==> config.mk <==
export PLATFORM = sky130hd
export DESIGN_NAME = jpeg_byte_stuffer
export DESIGN_NICKNAME = d
export VERILOG_FILES = /design/src/rtl/jpeg_byte_stuffer.sv
export SDC_FILE = /design/constraint.sdc
export NUM_CORES = 1
export LEC_CHECK = 0
export CAP_MARGIN = 40
export CORE_MARGIN = 3
export CORE_UTILIZATION = 45
export CTS_CLUSTER_DIAMETER = 50
export CTS_CLUSTER_SIZE = 30
export DETAILED_ROUTE_END_ITERATION = 10
export PLACE_DENSITY = 0.71
export SETUP_SLACK_MARGIN = 0.5
export SKIP_LAST_GASP = 1
export SYNTH_ARGS = -nofsm -noshare
export SYNTH_HDL_FRONTEND = slang
export SYNTH_SLANG_ARGS = --single-unit
==> constraint.sdc <==
create_clock -name clk -period 4 [get_ports clk]
set_clock_uncertainty 0.05 [all_clocks]
set_input_delay 0.8 -clock clk [delete_from_list [all_inputs] [get_ports clk]]
set_output_delay 0.8 -clock clk [all_outputs]
set_load 0.1 [all_outputs]
==> src/rtl/jpeg_byte_stuffer.sv <==
// -----------------------------------------------------------------------------
// jpeg_byte_stuffer
//   Serialises the bit packer's 32-bit MSB-first entropy-coded words into an
//   8-bit byte stream. Each 0xFF data byte is followed by a stuffed 0x00, and
//   an EOI marker (FF D9) can be appended after all accepted data.
//
// Ports
//   clk     in   1      clock
//   rst     in   1      asynchronous, active-low reset
//   ivalid  in   1      idata valid
//   idata   in   32     packed word, idata[31:24] emitted first
//   iready  out  1      word accepted when ivalid && iready
//   ieoi    in   1      request FF D9 after all accepted data (sampled with iready)
//   ovalid  out  1      odata valid
//   odata   out  8      output byte
//   oready  in   1      sink accepts odata when ovalid && oready
//   olast   out  1      high with the D9 byte of an EOI marker
//   nbytes  out  CNT_W  count of output handshakes since reset (wraps)
// -----------------------------------------------------------------------------
module jpeg_byte_stuffer #(
   parameter bit STUFF_EN = 1'b1,
   parameter int CNT_W    = 32
) (
   input  logic             clk,
   input  logic             rst,
   input  logic             ivalid,
   input  logic [31:0]      idata,
   output logic             iready,
   input  logic             ieoi,
   output logic             ovalid,
   output logic [7:0]       odata,
   input  logic             oready,
   output logic             olast,
   output logic [CNT_W-1:0] nbytes
);

   typedef enum logic [2:0] {
      ST_IDLE   = 3'd0,
      ST_DATA   = 3'd1,
      ST_STUFF  = 3'd2,
      ST_EOI_FF = 3'd3,
      ST_EOI_D9 = 3'd4
   } state_t;

   state_t           state_r;
   state_t           state_nxt_s;
   state_t           end_state_s;
   logic [31:0]      wbuf_r;
   logic [31:0]      wbuf_nxt_s;
   logic [1:0]       idx_r;
   logic [1:0]       idx_nxt_s;
   logic             eoi_pend_r;
   logic             eoi_pend_nxt_s;
   logic             eoi_any_s;
   logic             ovalid_r;
   logic [7:0]       odata_r;
   logic             olast_r;
   logic [CNT_W-1:0] nbytes_r;
   logic [7:0]       cur_s;
   logic             hs_s;
   logic             stuff_now_s;
   logic             final_hs_s;
   logic             accept_s;
   logic             eoi_set_s;
   logic             iready_s;

   // Byte idx of a word, MSB first.
   function automatic logic [7:0] sel_byte(input logic [31:0] w, input logic [1:0] i);
      case (i)
         2'd0:    return w[31:24];
         2'd1:    return w[23:16];
         2'd2:    return w[15:8];
         2'd3:    return w[7:0];
         default: return 8'h00;
      endcase
   endfunction

   // Byte presented on odata while in a given state.
   function automatic logic [7:0] out_byte(input state_t st, input logic [31:0] w,
                                           input logic [1:0] i);
      case (st)
         ST_DATA:   return sel_byte(w, i);
         ST_STUFF:  return 8'h00;
         ST_EOI_FF: return 8'hFF;
         ST_EOI_D9: return 8'hD9;
         default:   return 8'h00;
      endcase
   endfunction

   assign cur_s       = sel_byte(wbuf_r, idx_r);
   assign hs_s        = ovalid_r && oready;
   assign stuff_now_s = STUFF_EN && (cur_s == 8'hFF);

   // The last output of a word: a non-FF (or unstuffed) byte 3, or the 00 after byte 3.
   assign final_hs_s  = hs_s && (idx_r == 2'd3) &&
                        (((state_r == ST_DATA) && !stuff_now_s) || (state_r == ST_STUFF));

   // Combinational path from oready lets a new word land with zero bubbles.
   assign iready_s    = !eoi_pend_r && ((state_r == ST_IDLE) || final_hs_s);
   assign accept_s    = ivalid && iready_s;
   assign eoi_set_s   = ieoi && iready_s;
   assign eoi_any_s   = eoi_pend_r || eoi_set_s;
   assign wbuf_nxt_s  = accept_s ? idata : wbuf_r;

   // Where to go after the last byte of a word: next word, pending marker, or idle.
   assign end_state_s = accept_s ? ST_DATA : (eoi_any_s ? ST_EOI_FF : ST_IDLE);

   // Next-state logic for the byte sequencer.
   always_comb begin
      state_nxt_s    = state_r;
      idx_nxt_s      = idx_r;
      eoi_pend_nxt_s = eoi_any_s;
      case (state_r)
         ST_IDLE: begin
            if (accept_s) begin
               state_nxt_s = ST_DATA;
               idx_nxt_s   = 2'd0;
            end else if (eoi_set_s) begin
               state_nxt_s = ST_EOI_FF;
            end else begin
               state_nxt_s = ST_IDLE;
            end
         end
         ST_DATA: begin
            if (hs_s) begin
               if (stuff_now_s) begin
                  state_nxt_s = ST_STUFF;
               end else if (idx_r == 2'd3) begin
                  state_nxt_s = end_state_s;
                  idx_nxt_s   = 2'd0;
               end else begin
                  idx_nxt_s   = idx_r + 2'd1;
               end
            end else begin
               state_nxt_s = ST_DATA;
            end
         end
         ST_STUFF: begin
            if (hs_s) begin
               if (idx_r == 2'd3) begin
                  state_nxt_s = end_state_s;
                  idx_nxt_s   = 2'd0;
               end else begin
                  state_nxt_s = ST_DATA;
                  idx_nxt_s   = idx_r + 2'd1;
               end
            end else begin
               state_nxt_s = ST_STUFF;
            end
         end
         ST_EOI_FF: begin
            if (hs_s) begin
               state_nxt_s = ST_EOI_D9;
            end else begin
               state_nxt_s = ST_EOI_FF;
            end
         end
         ST_EOI_D9: begin
            if (hs_s) begin
               state_nxt_s    = ST_IDLE;
               eoi_pend_nxt_s = 1'b0;
            end else begin
               state_nxt_s = ST_EOI_D9;
            end
         end
         default: begin
            state_nxt_s    = ST_IDLE;
            idx_nxt_s      = 2'd0;
            eoi_pend_nxt_s = 1'b0;
         end
      endcase
   end

   // Sequencer state and holding register.
   always_ff @(posedge clk or negedge rst) begin
      if (!rst) begin
         state_r    <= ST_IDLE;
         wbuf_r     <= 32'h0000_0000;
         idx_r      <= 2'd0;
         eoi_pend_r <= 1'b0;
      end else begin
         state_r    <= state_nxt_s;
         wbuf_r     <= wbuf_nxt_s;
         idx_r      <= idx_nxt_s;
         eoi_pend_r <= eoi_pend_nxt_s;
      end
   end

   // Output register: decoded from the next state so odata/olast stay put while stalled.
   always_ff @(posedge clk or negedge rst) begin
      if (!rst) begin
         ovalid_r <= 1'b0;
         odata_r  <= 8'h00;
         olast_r  <= 1'b0;
      end else begin
         ovalid_r <= (state_nxt_s != ST_IDLE);
         odata_r  <= out_byte(state_nxt_s, wbuf_nxt_s, idx_nxt_s);
         olast_r  <= (state_nxt_s == ST_EOI_D9);
      end
   end

   // Emitted-byte counter, includes stuffed and marker bytes.
   always_ff @(posedge clk or negedge rst) begin
      if (!rst) begin
         nbytes_r <= {CNT_W{1'b0}};
      end else if (hs_s) begin
         nbytes_r <= nbytes_r + {{(CNT_W-1){1'b0}}, 1'b1};
      end else begin
         nbytes_r <= nbytes_r;
      end
   end

   assign iready = iready_s;
   assign ovalid = ovalid_r;
   assign odata  = odata_r;
   assign olast  = olast_r;
   assign nbytes = nbytes_r;

endmodule

==> results_dict.tcl <==
set metrics [dict create \
    ys.flop_type "dfrtp_1" \
    slew_viol_final 0 \
    setup_slack_ns 0.6346 \
    critPathLaunchType "flop" \
    wire_per_inst_um 15.91 \
    nets 540 \
    vdd_drop_max_uv 604.2 \
    io_pins 80 \
    clk_latency_ns 0.36 \
    drc 0 \
    period_share 0.8413 \
    slew_headroom 0.6617 \
    drv_cap 0 \
    port_buffers 79 \
    rsz0062_at_grt "false" \
    vias 3302 \
    setup_violations 0 \
    std_cell_rows 33 \
    final_cells 607 \
    ant_nets 0 \
    worst_hold_slack_ns 0.3171 \
    cts.sinks 80 \
    cellPowerDensity_nw_per_um2 760.2 \
    syn_area_per_cell_um2 10.57 \
    die_area_um2 9873 \
    dp_slack_ns 0.3460 \
    core-area_um2 8341 \
    grt_pass1_vias 3340 \
    clockBufferDepth 2 \
    placed_area_um2 5520 \
    cts_buffers 9 \
    diodes 0 \
    die-height_um 99.37 \
    dp_hpwl_mm 7.214 \
    setup.worst_path.end_class "output pin" \
    cts_max_level 3 \
    min_period_ns 3.365 \
    routed_wl_mm 9.656 \
    antenna_found_initial 0 \
    die_x_um 99.37 \
    ys_top_cells_by_area "dfrtp_1, mux2_2, nand2_1" \
    syn_nets 413 \
    hold_viol 0 \
    ys_types 52 \
    final_area_um2 5814 \
    syn2layout_area_growth_pct 48.23 \
    dp_cells 589 \
    status "finished, final reports clean" \
    start_util 0.4703 \
    clkTransAtPathRegs_ns 0.08 \
    synth-edff-count 0 \
    drt_pass1_iterations 4 \
    grt_start_max_net_pins 52 \
    ys_ff_latch 80 \
    synth_area_um2 3923 \
    crit_arrival_ns 2.52 \
    grtUsageTotal 0.2078 \
    drt-initial-drc-count 131 \
    synth_warnings 0 \
    grt_use_met1 0.2704 \
    gr-usage-met2 0.3404 \
    syn-instance-count 371 \
    met3_usage 0.04418 \
    final.setup.tns_ns 0 \
    tritoncts "built" \
    cts_root_buf "clkbuf_8" \
    drive_above_1_share 0.1992 \
    fmax_ghz 0.2971 \
    critPathKind "flop to output pin" \
    cts_hold_buf 0 \
    synth.top_cell.area_share 0.5104 \
    grt_busiest_layer "met2" \
    hold_path_class "input port to asynchronous set/reset pin" \
    yosysSeqAreaShare 0.5104 \
    crit_fanout 8 \
    p_leak_nw 2.600 \
    cp.required_ns 3.15 \
    async_reset_ff_frac 1.000 \
    vias_per_cell 5.440 \
    overflow 0 \
    yosysTopAreaCell "dfrtp_1" \
    place_congestion 0.8442 \
    final_common_cell "dfrtp_1" \
    worst_pin_slew_ns 0.5041 \
    layout_common_cells "dfrtp_1, clkdlybuf4s50_1, nand2_1" \
    grt_pass1_wl_mm 16.35 \
]
report_power, final:
| group | total, W | switching (W) | leakage [nW] | internal, W |
|---|---|---|---|---|
| registers | 0.00132 | 0.000245 | 1.03 | 0.00108 |
| logic | 0.00238 | 0.00135 | 1.45 | 0.00104 |
| clock network | 0.000720 | 0.000290 | 0.123 | 0.000429 |
| total | 0.00442 | 0.00188 | 2.60 | 0.00254 |
cell usage after synthesis (all sizes together) (2+ instances only):
cell type / count
a21o: 7
clkbuf: 4
nor2: 18
a22oi: 3
mux2i: 6
xnor2: 23
ha: 5
and3: 8
o21ai: 11
a221o: 5
o211ai: 2
buf: 10
nand3: 23
nor3b: 2
mux2: 24
o211a: 3
a211o: 4
o32ai: 2
nand4: 8
dfrtp: 80
nor4: 5
nand2: 60
a221oi: 3
a21oi: 8
and4: 2
a21boi: 3
xor2: 8
o31a: 3
nor2b: 2
inv: 8
o22ai: 2
o21a: 3
nor3: 4
a222oi: 4
sequential cells by signal, summed over array words and instances (netlist names):
| register | count |
|---|---|
| wbuf_r | 32 |
| odata | 8 |
| eoi_pend_r | 1 |
| state_r | 3 |
| idx_r | 2 |
| olast | 1 |
| nbytes | 32 |
| ovalid | 1 |
through the flow:
step	util	power (W)
6_report	0.6971	0.004420
5_1_grt	0.6971	0.004682
4_1_cts	0.6953	0.004432
3_5_place_dp	0.6619	0.003626
3_3_place_gp	0.5785	0.003311
2_1_floorplan	-	0.002846
cell families (layout without fill, tap and decap cells):
group | after synthesis | in the layout | synth area share
xor+xnor | 31 | 31 | 0.06922
fa+ha+maj | 5 | 5 | 0.01595
mux | 30 | 30 | 0.08421
compound gates | 67 | 67 | 0.1308
simple gates | 136 | 136 | 0.1614
flops | 80 | 80 | 0.5104
buf+inv | 22 | 153 | 0.02807
routing by layer:
| layer | vias to the layer above | share of wire |
|---|---|---|
| met4 | 0 | 0.022 |
| met1 | 1599 | 0.44 |
| li1 | 1584 | - |
| met3 | 19 | 0.044 |
| met2 | 100 | 0.49 |
| met5 | - | 0 |
cell type report:
type                    instances  area [um2]
clock buffers                  10       137.6
clock inverters                 5       103.9
fillers                       621        2526
inverters                       8       30.03
multi-input cells             269        1828
flip-flops and latches         80        2004
well taps                     105       131.4
repair buffers                130        1579
what timing repair did:
| action | 4_1_cts | 5_1_grt |
|---|---|---|
| endpoints found under the hold margin | 0 | 0 |
| pin swaps | 1 | 1 |
| setup buffers | 3 | 0 |
| gates resized for setup | 1 | 4 |
| gates cloned | 0 | 0 |
| setup endpoints to repair | 9 | 9 |
path summary, 6_finish.rpt:
check	startpoint	endpoint	slack, ns	depth (start not counted)
max	idx_r[1]	iready	0.63	9
min	rst	nbytes[8]	0.32	1
max reg2reg	idx_r[1]	odata[4]	0.69	12
max in group asynchronous	rst	idx_r[0]	2.97	2
min reg2reg	nbytes[21]	nbytes[21]	0.45	1
min in group clk	nbytes[21]	nbytes[21]	0.45	1
critical path, cell delays in order (launching register included):
cell and delay [ns]:
dfrtp_2 0.42, inv_1 0.08, ha_1 0.29, a222oi_1 0.40, nor4_1 0.09, nand3_1 0.13, o211ai_2 0.13, o21a_2 0.26
nor2_2 0.16, buf_12 0.20
Note: power is estimated with default switching activity, not from simulation.
